File: config.mk
export PLATFORM = sky130hd
export DESIGN_NAME = frame_packet_arbiter
export DESIGN_NICKNAME = d
export VERILOG_FILES = /design/src/rtl/frame_packet_arbiter.sv
export SDC_FILE = /design/constraint.sdc
export NUM_CORES = 1
export LEC_CHECK = 0
export BUFFER_PORTS_ARGS = -buffer_cell sky130_fd_sc_hd__buf_2
export CORE_MARGIN = 2
export CORE_UTILIZATION = 45
export CTS_BUF_LIST = sky130_fd_sc_hd__clkbuf_16
export DETAILED_ROUTE_END_ITERATION = 8
export GPL_TIMING_DRIVEN = 0
export PLACE_DENSITY_LB_ADDON = 0.25
export SYNTH_ARGS = -nofsm -noshare
export SYNTH_HDL_FRONTEND = slang
export SYNTH_SLANG_ARGS = --single-unit
File: constraint.sdc
create_clock -name clk -period 4 [get_ports clk]
set_input_delay 0.2 -clock clk [delete_from_list [all_inputs] [get_ports clk]]
set_output_delay 0.2 -clock clk [all_outputs]
set_load 0.01 [all_outputs]
File: src/rtl/frame_packet_arbiter.sv
// rtl/frame_packet_arbiter.sv - two-requester packet arbiter/framer in front of the serial TX buffer
//
// Grants whole packets from the ccd or hk requester and frames each as:
// frameclk pulse, HDR0, HDR1, id[8], id[7:0], payload, XOR checksum.
// Writes are throttled while the TX buffer is full or nearly full.
//
// Ports:
//   clk, rst_n                       clock, synchronous active-low reset
//   ccd_req/valid/data/last/ready    CCD requester and its payload stream
//   hk_req/valid/data/last/ready     housekeeping requester and its payload stream
//   frame_id                         frame number, sampled at grant
//   wrusedw, wrfull                  TX buffer fill level / full flag
//   fifo_data, fifo_wrreq            registered buffer write port
//   frameclk                         one-cycle pulse ahead of each packet
//   grant_src                        0 = ccd, 1 = hk (valid while busy)
//   busy                             packet in progress
//   len_err                          pulse when a packet is cut at MAX_LEN bytes
module frame_packet_arbiter #(
  parameter logic [7:0] HDR0    = 8'hA5,
  parameter logic [7:0] HDR1    = 8'h5A,
  parameter int         DEPTH   = 1024,
  parameter int         MARGIN  = 4,
  parameter int         MAX_LEN = 1023
) (
  input  logic       clk,
  input  logic       rst_n,
  input  logic       ccd_req,
  input  logic       ccd_valid,
  input  logic [7:0] ccd_data,
  input  logic       ccd_last,
  output logic       ccd_ready,
  input  logic       hk_req,
  input  logic       hk_valid,
  input  logic [7:0] hk_data,
  input  logic       hk_last,
  output logic       hk_ready,
  input  logic [8:0] frame_id,
  input  logic [9:0] wrusedw,
  input  logic       wrfull,
  output logic [7:0] fifo_data,
  output logic       fifo_wrreq,
  output logic       frameclk,
  output logic       grant_src,
  output logic       busy,
  output logic       len_err
);

  localparam logic [10:0] STALL_LVL = 11'(DEPTH - MARGIN);
  // Count value of the byte that would be the MAX_LEN-th accepted byte.
  localparam logic [9:0]  LAST_CNT  = 10'(MAX_LEN - 1);

  typedef enum logic [2:0] {
    S_IDLE, S_FRAME, S_H0, S_H1, S_IDH, S_IDL, S_PAY, S_CHK
  } state_t;

  state_t     state, state_d;
  logic [8:0] id_q;
  logic       src_q;
  logic       prio_q;      // source favoured when both request (0 = ccd)
  logic [9:0] cnt_q;
  logic [7:0] chk_q;

  logic       stall, pay_ready, accept;
  logic       src_valid, src_last;
  logic [7:0] src_data;
  logic       wr_en, grant_now, grant_sel, force_end;
  logic [7:0] wr_byte;

  assign stall     = wrfull | ({1'b0, wrusedw} >= STALL_LVL);
  assign src_valid = src_q ? hk_valid : ccd_valid;
  assign src_data  = src_q ? hk_data  : ccd_data;
  assign src_last  = src_q ? hk_last  : ccd_last;
  assign pay_ready = (state == S_PAY) & ~stall;
  assign accept    = pay_ready & src_valid;
  assign ccd_ready = pay_ready & ~src_q;
  assign hk_ready  = pay_ready & src_q;
  assign frameclk  = (state == S_FRAME);
  assign busy      = (state != S_IDLE);
  assign grant_src = src_q;

  always_comb begin
    state_d   = state;
    wr_en     = 1'b0;
    wr_byte   = 8'h00;
    grant_now = 1'b0;
    grant_sel = 1'b0;
    force_end = 1'b0;
    case (state)
      S_IDLE: begin
        if (ccd_req | hk_req) begin
          grant_now = 1'b1;
          grant_sel = (ccd_req & hk_req) ? prio_q : hk_req;
          state_d   = S_FRAME;
        end
      end
      S_FRAME: state_d = S_H0;
      S_H0: if (!stall) begin wr_en = 1'b1; wr_byte = HDR0;              state_d = S_H1;  end
      S_H1: if (!stall) begin wr_en = 1'b1; wr_byte = HDR1;              state_d = S_IDH; end
      S_IDH: if (!stall) begin wr_en = 1'b1; wr_byte = {7'b0, id_q[8]}; state_d = S_IDL; end
      S_IDL: if (!stall) begin wr_en = 1'b1; wr_byte = id_q[7:0];       state_d = S_PAY; end
      S_PAY: begin
        if (accept) begin
          wr_en   = 1'b1;
          wr_byte = src_data;
          if (src_last) begin
            state_d = S_CHK;
          end else if (cnt_q == LAST_CNT) begin
            // Packet hit its length cap without a last marker: cut it here.
            force_end = 1'b1;
            state_d   = S_CHK;
          end
        end
      end
      S_CHK: if (!stall) begin wr_en = 1'b1; wr_byte = chk_q; state_d = S_IDLE; end
      default: state_d = S_IDLE;
    endcase
  end

  always_ff @(posedge clk) begin
    if (!rst_n) begin
      state      <= S_IDLE;
      id_q       <= '0;
      src_q      <= 1'b0;
      prio_q     <= 1'b0;
      cnt_q      <= '0;
      chk_q      <= '0;
      fifo_data  <= '0;
      fifo_wrreq <= 1'b0;
      len_err    <= 1'b0;
    end else begin
      state      <= state_d;
      fifo_wrreq <= wr_en;
      fifo_data  <= wr_byte;
      len_err    <= force_end;
      if (grant_now) begin
        id_q  <= frame_id;
        src_q <= grant_sel;
        cnt_q <= '0;
        // Checksum starts from the two id bytes; header bytes are excluded.
        chk_q <= {7'b0, frame_id[8]} ^ frame_id[7:0];
      end else if (accept) begin
        cnt_q <= cnt_q + 10'd1;
        chk_q <= chk_q ^ src_data;
      end
      if (state == S_CHK && !stall) prio_q <= ~src_q;
    end
  end

endmodule

==> run metrics <==
Fin Setup TNS=0 ns; Post-DP HPWL=3987 um; Fin Hold WS=0.1468 ns; largest net degree at the start of global routing=16; clock-pin slew on the worst setup and hold paths=0.07 ns; sequential area share after synthesis=0.3836; Post-synth EDFFs=0; root buffer cell=clkbuf_16; antenna violations before repair=0; power per cell area=529.1 mW/mm2; share of cells above drive strength 1=0.2484; CTS Sinks=42; Crit. path cell count=7; setup bufs post-CTS=0; CP endpoint kind=register; Crit path required time=4.18 ns; gr ovfl total=0; finished layout cell area=0.002701 mm2; CTS tree=done; FF-to-FF path depth=7; peak supply drop=0.2754 mV; first-pass GRT wire length=8507 um; fin crit share=0.5440; Met2 Wirelength=2445 um; Hold-fix buffers, CTS=0; Routability Congestion=0.9029; DR top layer=met4; outcome=finished, final reports clean; DR iter-0 viols=133; critical path arrival=2.36 ns; Slew Limit Fails=0; Critical path buffers and inverters=1; routed vias=2,008; Die H=73.80 um; Final Hold Fails=0; CP peak stage delay=0.51 ns; sw frac=0.3663; Top Family by Delay on Critical Path=simple AND/OR/NAND/NOR gates; core region area=0.004723 mm2; startpoint types=register; row count=25; ant diodes=0; Yosys warning count=0; flop2flop setup slack=1.82 ns; htree depth=2; Pwr Total=0.001429 W; Synth Register Bits=42; worst-skew pair later-pin latency=0.29 ns; vias per cell=5.162; Avg Cell Area, Syn=8.464 um2; Comb power frac=0.341; sequential fraction of design power=0.372; worst-path cell chain=inv_1 > ha_1 > nor2_1 > o21ai_1 > a22o_1 > or4_1 > o211a_1; Worst Max-Slew Pin Slew=0.9551 ns; I/O Buffers=55; Yosys cell types=48; IO Pins=59; Max-Slew Margin vs Limit=0.3578; drt drc=0; clock tree buffer depth=2; Layout Nets=371; sw power=0.0005236 W; Pleak=1.074 nW; post-route minimum period=2.176 ns; Max-Cap Viols=0; maximum clock rate=459.5 MHz; ys flop type=dfxtp_1; clock skew=0.007688 ns; # resized after CTS=0; met1 WL=2518 um; net count after synthesis=309; type of the most critical hold path=in2reg; Crit-path slowest cell=or4_1; Final setup viols=0; RSZ-0062 raised after global routing=false; CTS Buf Count=5; die area=0.005446 mm2; gate count after technology mapping=259; die width=73.80 um; met3 wire len=195 um; post-route ant nets=0; Starting Density=0.4641; Mapped Area=0.002192 mm2; vias in the first global route=1,824; DP Area=0.002551 mm2; Crit Path Max Fanout=7; Initial DRT Pass Iterations=4; share of flip-flops with an asynchronous set or reset=0; Area Growth Syn to Fin=23.23%; Total GRT Usage=0.2053; final wirelength=5254 um; P_int=0.0009057 W; wire length per cell=13.51 um; worst hold path stage count=3; critical path class=reg2reg; Clk network pwr share=0.287
-- worst reg2reg max path: cells and delay by family (launching register included) --
kind	cells	cell delay [ns]
buffers and inverters	1	0.08
DFF	1	0.38
and+or+nand+nor	2	0.80
AOI/OAI and AO/OA	3	0.52
adders and majority gates	1	0.29
-- logic make-up (layout without fill, tap and decap cells) --
kind of cell,Yosys count,count (layout),share of synthesized area
compound gates,61,61,0.1827
xor+xnor,16,16,0.06392
fa+ha+maj,6,6,0.03425
buf+inv,22,85,0.04053
flops,42,42,0.3836
mux,11,11,0.05080
simple gates,101,101,0.2443
-- per-stage QoR --
stage / util / setup slack [ns] / std cells
floorplan: - / 2.069 / 259
global placement: 0.5401 / 1.866 / 381
detailed placement: 0.5401 / 1.844 / 381
CTS: 0.5719 / 1.821 / 389
global route: 0.5719 / 1.680 / 389
finish: 0.5719 / 1.824 / 389
-- layout by cell type, fill, tap and decap left out, types with 3 or more instances in the layout --
cell type,netlist,routed
buf_2,2,57
dfxtp_1,42,42
nand2_1,27,27
nor2_1,23,23
a21oi_1,15,15
o21ai_0,13,13
clkbuf_1,11,11
mux2i_1,10,10
xnor2_1,10,10
nand3_1,9,9
nor2b_1,8,8
nand4_1,8,8
inv_1,7,7
nor3_2,7,7
a21boi_1,7,7
xor2_1,6,6
ha_1,6,6
clkbuf_16,0,5
a211oi_1,4,4
a22oi_1,4,4
nor3_1,3,3
-- Yosys cell counts (7+ instances only) --
cell type | instances | area, um2
xnor2_1 | 10 | 87.58
o21ai_0 | 13 | 65.06
nor3_2 | 7 | 70.07
nand3_1 | 9 | 45.04
nand2_1 | 27 | 101.4
clkbuf_1 | 11 | 41.29
nand4_1 | 8 | 50.05
a21oi_1 | 15 | 75.07
mux2i_1 | 10 | 100.1
inv_1 | 7 | 26.28
a21boi_1 | 7 | 52.55
dfxtp_1 | 42 | 840.8
nor2_1 | 23 | 86.33
nor2b_1 | 8 | 50.05
-- state kept, by name, indices dropped and copies added, names as in the netlist --
| signal | count |
|---|---|
| fifo_wrreq | 1 |
| id_q | 9 |
| fifo_data | 8 |
| state | 3 |
| chk_q | 8 |
| grant_src | 1 |
| cnt_q | 10 |
| len_err | 1 |
| prio_q | 1 |
-- power by group through the flow --
stage / registers (W) / clock network (W) / logic, W
after floorplan: 0.000535 / 0 / 0.000346
final: 0.000532 / 0.000410 / 0.000487
after global placement: 0.000539 / 0 / 0.000477
after detailed placement: 0.000541 / 0 / 0.000485
after CTS: 0.000532 / 0.000416 / 0.000488
after global routing: 0.000541 / 0.000433 / 0.000543
-- path summary, 6_finish.rpt --
| kind | startpoint | endpoint |
|---|---|---|
| max | state[0]$_SDFFE_PN0P_ | state[0]$_SDFFE_PN0P_ |
| min reg2reg | id_q[4]$_SDFFE_PN0P_ | id_q[4]$_SDFFE_PN0P_ |
| min | frame_id[3] | id_q[3]$_SDFFE_PN0P_ |
| max reg2reg | state[0]$_SDFFE_PN0P_ | state[0]$_SDFFE_PN0P_ |
-- layer usage --
metal / global-route usage / up-vias
met3: 0.04527 / 8
met1: 0.2692 / 918
li1: - / 1039
met5: 0 / -
met2: 0.3204 / 43
met4: 0.09293 / 0
-- cell type report --
class | instances | area (um2)
Multi-Input combinational cell | 195 | 1262
Buffer | 15 | 62.56
Fill cell | 424 | 2022
Tap cell | 67 | 83.83
Timing Repair Buffer | 55 | 275.3
Sequential cell | 42 | 840.8
Inverter | 7 | 26.28
Clock buffer | 5 | 125.1
Clock inverter | 3 | 25.02
Power figures use the tool's default switching activity.
